[src/rtl/restoring_divider_4bit_pkg.sv]
// Shared definitions for the sequential restoring divider: FSM state encoding
// and the default operand width.
package restoring_divider_4bit_pkg;

    localparam int unsigned DIV_N = 4;

    typedef enum logic [1:0] {
        ST_IDLE = 2'd0,
        ST_RUN  = 2'd1,
        ST_DONE = 2'd2
    } state_t;

endpackage

[src/rtl/restoring_divider_4bit_trial_subtractor.sv]
// Combinational trial subtractor: diff = a + ~b + 1 as a ripple of full adders.
// A carry-out of 1 means no borrow, so a >= b.
module restoring_divider_4bit_trial_subtractor #(
    parameter int unsigned W = 5
) (
    input  logic [W-1:0] a,
    input  logic [W-1:0] b,
    output logic [W-1:0] diff,
    output logic         carry
);

    logic [W-1:0] nb;

    assign nb = ~b;

    always_comb begin
        logic [W:0] c;
        c    = '0;
        c[0] = 1'b1;
        diff = '0;
        for (int unsigned i = 0; i < W; i++) begin
            diff[i]  = a[i] ^ nb[i] ^ c[i];
            c[i+1]   = (a[i] & nb[i]) | (a[i] & c[i]) | (nb[i] & c[i]);
        end
        carry = c[W];
    end

endmodule

[src/rtl/restoring_divider_4bit.sv]
// Sequential unsigned restoring divider, one quotient bit per clock, with a
// start/done handshake. Divide by zero finishes in one cycle with a flag.
module restoring_divider_4bit
    import restoring_divider_4bit_pkg::*;
#(
    parameter int unsigned N = DIV_N
) (
    input  logic         clock,
    input  logic         reset,
    input  logic         start,
    input  logic [N-1:0] dividend,
    input  logic [N-1:0] divisor,
    output logic         busy,
    output logic         done,
    output logic [N-1:0] quotient,
    output logic [N-1:0] remainder,
    output logic         div_by_zero
);

    localparam int unsigned CW = (N > 2) ? $clog2(N) : 1;

    state_t        state, state_next;
    logic [N-1:0]  q_reg;
    logic [N-1:0]  d_reg;
    logic [N:0]    r_reg;
    logic [CW-1:0] count;

    logic [N:0]    rs;
    logic [N:0]    diff;
    logic          carry;
    logic [N:0]    r_next;
    logic [N-1:0]  q_next;
    logic          last_iter;
    logic          r_msb_unused;

    // The partial remainder never exceeds the divisor, so its top bit is never
    // shifted back into the datapath.
    assign r_msb_unused = r_reg[N];

    assign rs        = {r_reg[N-1:0], q_reg[N-1]};
    assign r_next    = carry ? diff : rs;
    assign q_next    = {q_reg[N-2:0], carry};
    assign last_iter = (count == CW'(N - 1));

    restoring_divider_4bit_trial_subtractor #(
        .W(N + 1)
    ) u_trial (
        .a    (rs),
        .b    ({1'b0, d_reg}),
        .diff (diff),
        .carry(carry)
    );

    always_comb begin
        state_next = state;
        case (state)
            ST_IDLE: if (start) state_next = (divisor == '0) ? ST_DONE : ST_RUN;
            ST_RUN:  if (last_iter) state_next = ST_DONE;
            ST_DONE: state_next = ST_IDLE;
            default: state_next = ST_IDLE;
        endcase
    end

    always_ff @(posedge clock) begin
        if (reset) begin
            state       <= ST_IDLE;
            q_reg       <= '0;
            d_reg       <= '0;
            r_reg       <= '0;
            count       <= '0;
            quotient    <= '0;
            remainder   <= '0;
            div_by_zero <= 1'b0;
        end else begin
            state <= state_next;
            case (state)
                ST_IDLE: begin
                    if (start) begin
                        q_reg       <= dividend;
                        d_reg       <= divisor;
                        r_reg       <= '0;
                        count       <= '0;
                        div_by_zero <= (divisor == '0);
                        if (divisor == '0) begin
                            quotient  <= '1;
                            remainder <= dividend;
                        end
                    end
                end
                ST_RUN: begin
                    q_reg <= q_next;
                    r_reg <= r_next;
                    count <= count + 1'b1;
                    if (last_iter) begin
                        quotient  <= q_next;
                        remainder <= r_next[N-1:0];
                    end
                end
                default: ;
            endcase
        end
    end

    assign busy = (state != ST_IDLE);
    assign done = (state == ST_DONE);

endmodule
[config.mk]
export PLATFORM = sky130hd
export DESIGN_NAME = restoring_divider_4bit
export DESIGN_NICKNAME = d
export VERILOG_FILES = /design/src/rtl/restoring_divider_4bit_pkg.sv /design/src/rtl/restoring_divider_4bit_trial_subtractor.sv /design/src/rtl/restoring_divider_4bit.sv
export SDC_FILE = /design/constraint.sdc
export NUM_CORES = 1
export LEC_CHECK = 0
export CAP_MARGIN = 20
export CORE_UTILIZATION = 35
export DETAILED_ROUTE_END_ITERATION = 7
export HOLD_SLACK_MARGIN = 0.05
export SLEW_MARGIN = 10
export SYNTH_ARGS = -nofsm -noshare
export SYNTH_HDL_FRONTEND = slang
export SYNTH_SLANG_ARGS = --single-unit
[constraint.sdc]
create_clock -name clock -period 3.15 [get_ports clock]
set_input_delay 0.315 -clock clock [delete_from_list [all_inputs] [get_ports clock]]
set_output_delay 0.315 -clock clock [all_outputs]
set_load 0.05 [all_outputs]
==> run_results.csv <==
group,metric,value,unit
synth,synthCells,132,
timing,fmax,417.3,MHz
clock_tree,cts_tree,"done",
synth,synth_nets,148,
synth,synth_cell_types,35,
synth,yosysWarnings,0,
placed_design,io_buffers,21,
drt,vias,1059,
drt,firstDrtPassIters,4,
run,maxCapViolations,0,
layout,regArea,500.5,µm²
worst_setup_path,reg2reg_from,"q_reg[3]$_SDFFE_PP0P_",
timing,finalMaxSlewViolations,0,
synth,async_flop_share,0,%
synth,syn_area,1197,µm²
global_routing,grt_usage,16.82,%
clock_tree,cts_root_buf,"clkbuf_4",
floorplan,rows,20,
layout,final_util,46.23,%
worst_setup_path,reg2reg_to,"remainder[0]$_SDFFE_PP0P_",
synth,synth_seq_cells,25,
synth,avgSynthCellArea,9.071,µm²
timing,fin_skew,0.01557,ns
run_status,status,"completed",
worst_setup_path,required,3.39,ns
drt,drtAntennaViolNets,0,
timing,slew_headroom,59.88,%
synth,synth_top_cell_area_share,41.80,%
layout,multiInputGateArea,623.1,µm²
floorplan,io_pins,22,
synth,synth_top_flop_cell,"dfxtp_1",
layout,syn2layout_area_growth,21.73,%
worst_setup_path,cp-end-kind,"flip-flop",
floorplan,initial_core_util,37.98,%
synth,ys_seq_area_share,41.80,%
timing,setup_tns,0,ns
worst_setup_path,r2r_cells,8,
layout,n_fill_cell,333,
layout,nets,168,
clock_tree,clk_pin_slew,0.15,ns
worst_setup_path,cp.arrival,2.63,ns
global_routing,grt_antenna_before_repair,0,
placed_design,routabilityCongestion,0.8218,
worst_setup_path,crit_type,"reg -> reg",
worst_setup_path,crit_path_end,"remainder[0]$_SDFFE_PP0P_",
clock_tree,cts_sinks,25,
pwr,power_density,435.7,nW/µm²
clock_tree,postCtsResizedCells,0,
synth,synthTopCellsByArea,"dfxtp_1 (42%), nand2_1 (7.2%), a21oi_1 (5.4%)",
synth,synth_edf_count,0,
layout,drive_gt1_share,7.285,%
placed_design,hpwl,2.009,mm
worst_setup_path,crit_fanout,9,
timing,setup_ws,0.7537,ns
synth,yosysMostFrequentCell,"dfxtp_1",
drt,route.detailed.drc,0,
drt,routedWlPerCell,14.21,µm
clock_tree,hold_buffers,0,
floorplan,die_w,60.49,µm
clock_tree,postCtsSetupBuffers,0,
global_routing,grt_pass1_vias,957,
global_routing,grt_first_pass_wirelength,4.595,mm
floorplan,die_h,60.49,µm
drt,first_iter_violations,38,
timing,worstMarginPinSlew,0.6006,ns
floorplan,die_area,3659,µm²
pwr,power.leakage,0.5181,nW
clock_tree,cts_max_level,1,
worst_setup_path,startpoint,"q_reg[3]$_SDFFE_PP0P_",
worst_setup_path,cp-start-kind,"flip-flop",
worst_hold_path,hp-class,"reg -> reg",
timing,fin_crit,2.396,ns
layout,diodes,0,
pwr,irDropWorstVdd,0.1576,mV
timing,grt_setup_unrepaired,"false",
clock_tree,clk_path_buf_depth,2,
clock_tree,cts_inserted_buffers,3,
synth,yosys-top-cells-count,"dfxtp_1 (25), nand2_1 (23), a21oi_1 (13)",
floorplan,core_region_area,3153,µm²
timing,final-hold-violation-count,0,
timing,timing.final.crit_share,76.07,%
timing,setup_viol,0,
global_routing,grt_overflow,0,
global_routing,grt_max_degree,24,
placed_design,pre_cts_ws,0.8441,ns
worst_setup_path,ff2ff_setup_slack,0.75,ns
synth,synth_top_area_cell,"dfxtp_1",
drt,via_per_inst,5.431,
clock_tree,clk_latency,0.33,ns
drt,wirelength,2.770,mm
==> logic make-up (layout without fill, tap and decap cells) <==
kind of cell	Yosys count	count (layout)	synth area share, %
AOI/OAI and AO/OA	41	41	25.08
buffers and inverters	15	34	6.165
muxes	1	1	0.8360
adders and majority gates	5	5	7.105
DFF	25	25	41.80
and+or+nand+nor	45	45	19.02
==> where the power goes <==
part	internal, mW	switching (mW)
clock	0.0476	0.103
sequential	0.334	0.0167
combinational	0.0549	0.0791
==> cells in the final DEF (no fill, tap or decap) <==
cell	synthesis	routed
a211oi_1	3	3
o21ai_4	1	1
o221a_1	3	3
nand2_1	23	23
or4_4	1	1
nor4_2	1	1
o21a_1	3	3
or3b_1	1	1
o311ai_0	3	3
fa_1	3	3
mux2i_1	1	1
o21bai_1	1	1
clkbuf_4	0	3
clkdlybuf4s50_1	0	21
o2111ai_1	1	1
clkinv_2	0	1
nor2b_1	1	1
nor3b_1	2	2
a2bb2oi_1	1	1
nor3_1	1	1
nand2b_1	1	1
inv_1	7	7
nor3b_2	1	1
nor2_1	9	9
dfxtp_1	25	25
nand3b_1	1	1
or2_2	1	1
o21ai_0	4	4
and2b_1	1	1
a21oi_1	13	13
o41ai_1	1	1
buf_4	0	2
ha_1	2	2
a311oi_1	6	6
and3b_1	1	1
a22oi_1	1	1
==> area by class of cell <==
type                            instances  share of cell area, %
Tap cell                               44                  3.777
Clock buffer                            3                  1.545
Sequential cell                        25                  34.33
Timing Repair Buffer                   23                  15.45
Inverter                                7                  1.803
Multi-Input combinational cell         92                  42.75
Clock inverter                          1                 0.3433
==> metrics by stage <==
stage | hold WS [ns] | std cells | total power, mW | instance area (µm²)
after floorplan | 0.4203 | 132 | 0.4462 | 1197
after global placement | 0.4402 | 191 | 0.4876 | 1430
after detailed placement | 0.4538 | 191 | 0.4907 | 1430
after CTS | 0.4717 | 195 | 0.6336 | 1458
after global routing | 0.5078 | 195 | 0.6670 | 1458
final | 0.4679 | 195 | 0.6351 | 1458
==> critical path, stage by stage (launching register included) <==
cell	delay (ns)
dfxtp_1	0.38
inv_1	0.06
ha_1	0.20
fa_1	0.37
fa_1	0.37
inv_1	0.07
fa_1	0.33
o311ai_0	0.22
a311oi_1	0.30
==> worst min path at each step <==
| stage | startpoint | end | slack (ns) | cells after the start |
|---|---|---|---|---|
| floorplan | reset | remainder[3]$_SDFFE_PP0P_ | 0.42 | 1 |
| global placement | div_by_zero$_SDFFE_PP0P_ | div_by_zero$_SDFFE_PP0P_ | 0.44 | 2 |
| detailed placement | d_reg[3]$_SDFFE_PP0P_ | d_reg[3]$_SDFFE_PP0P_ | 0.45 | 2 |
| CTS | d_reg[3]$_SDFFE_PP0P_ | d_reg[3]$_SDFFE_PP0P_ | 0.47 | 2 |
| global route | d_reg[3]$_SDFFE_PP0P_ | d_reg[3]$_SDFFE_PP0P_ | 0.51 | 2 |
| finish | d_reg[3]$_SDFFE_PP0P_ | d_reg[3]$_SDFFE_PP0P_ | 0.47 | 2 |
==> routing by layer <==
layer  track usage [%]  vias up  part of all wire (%)
met1             23.48      507                    49
met2             27.47       36                    45
li1                  -      512                     -
met4             3.896        0                  0.94
met5                 0        -                     0
met3             2.559        4                   4.7
Note: power is estimated with default switching activity, not from simulation.
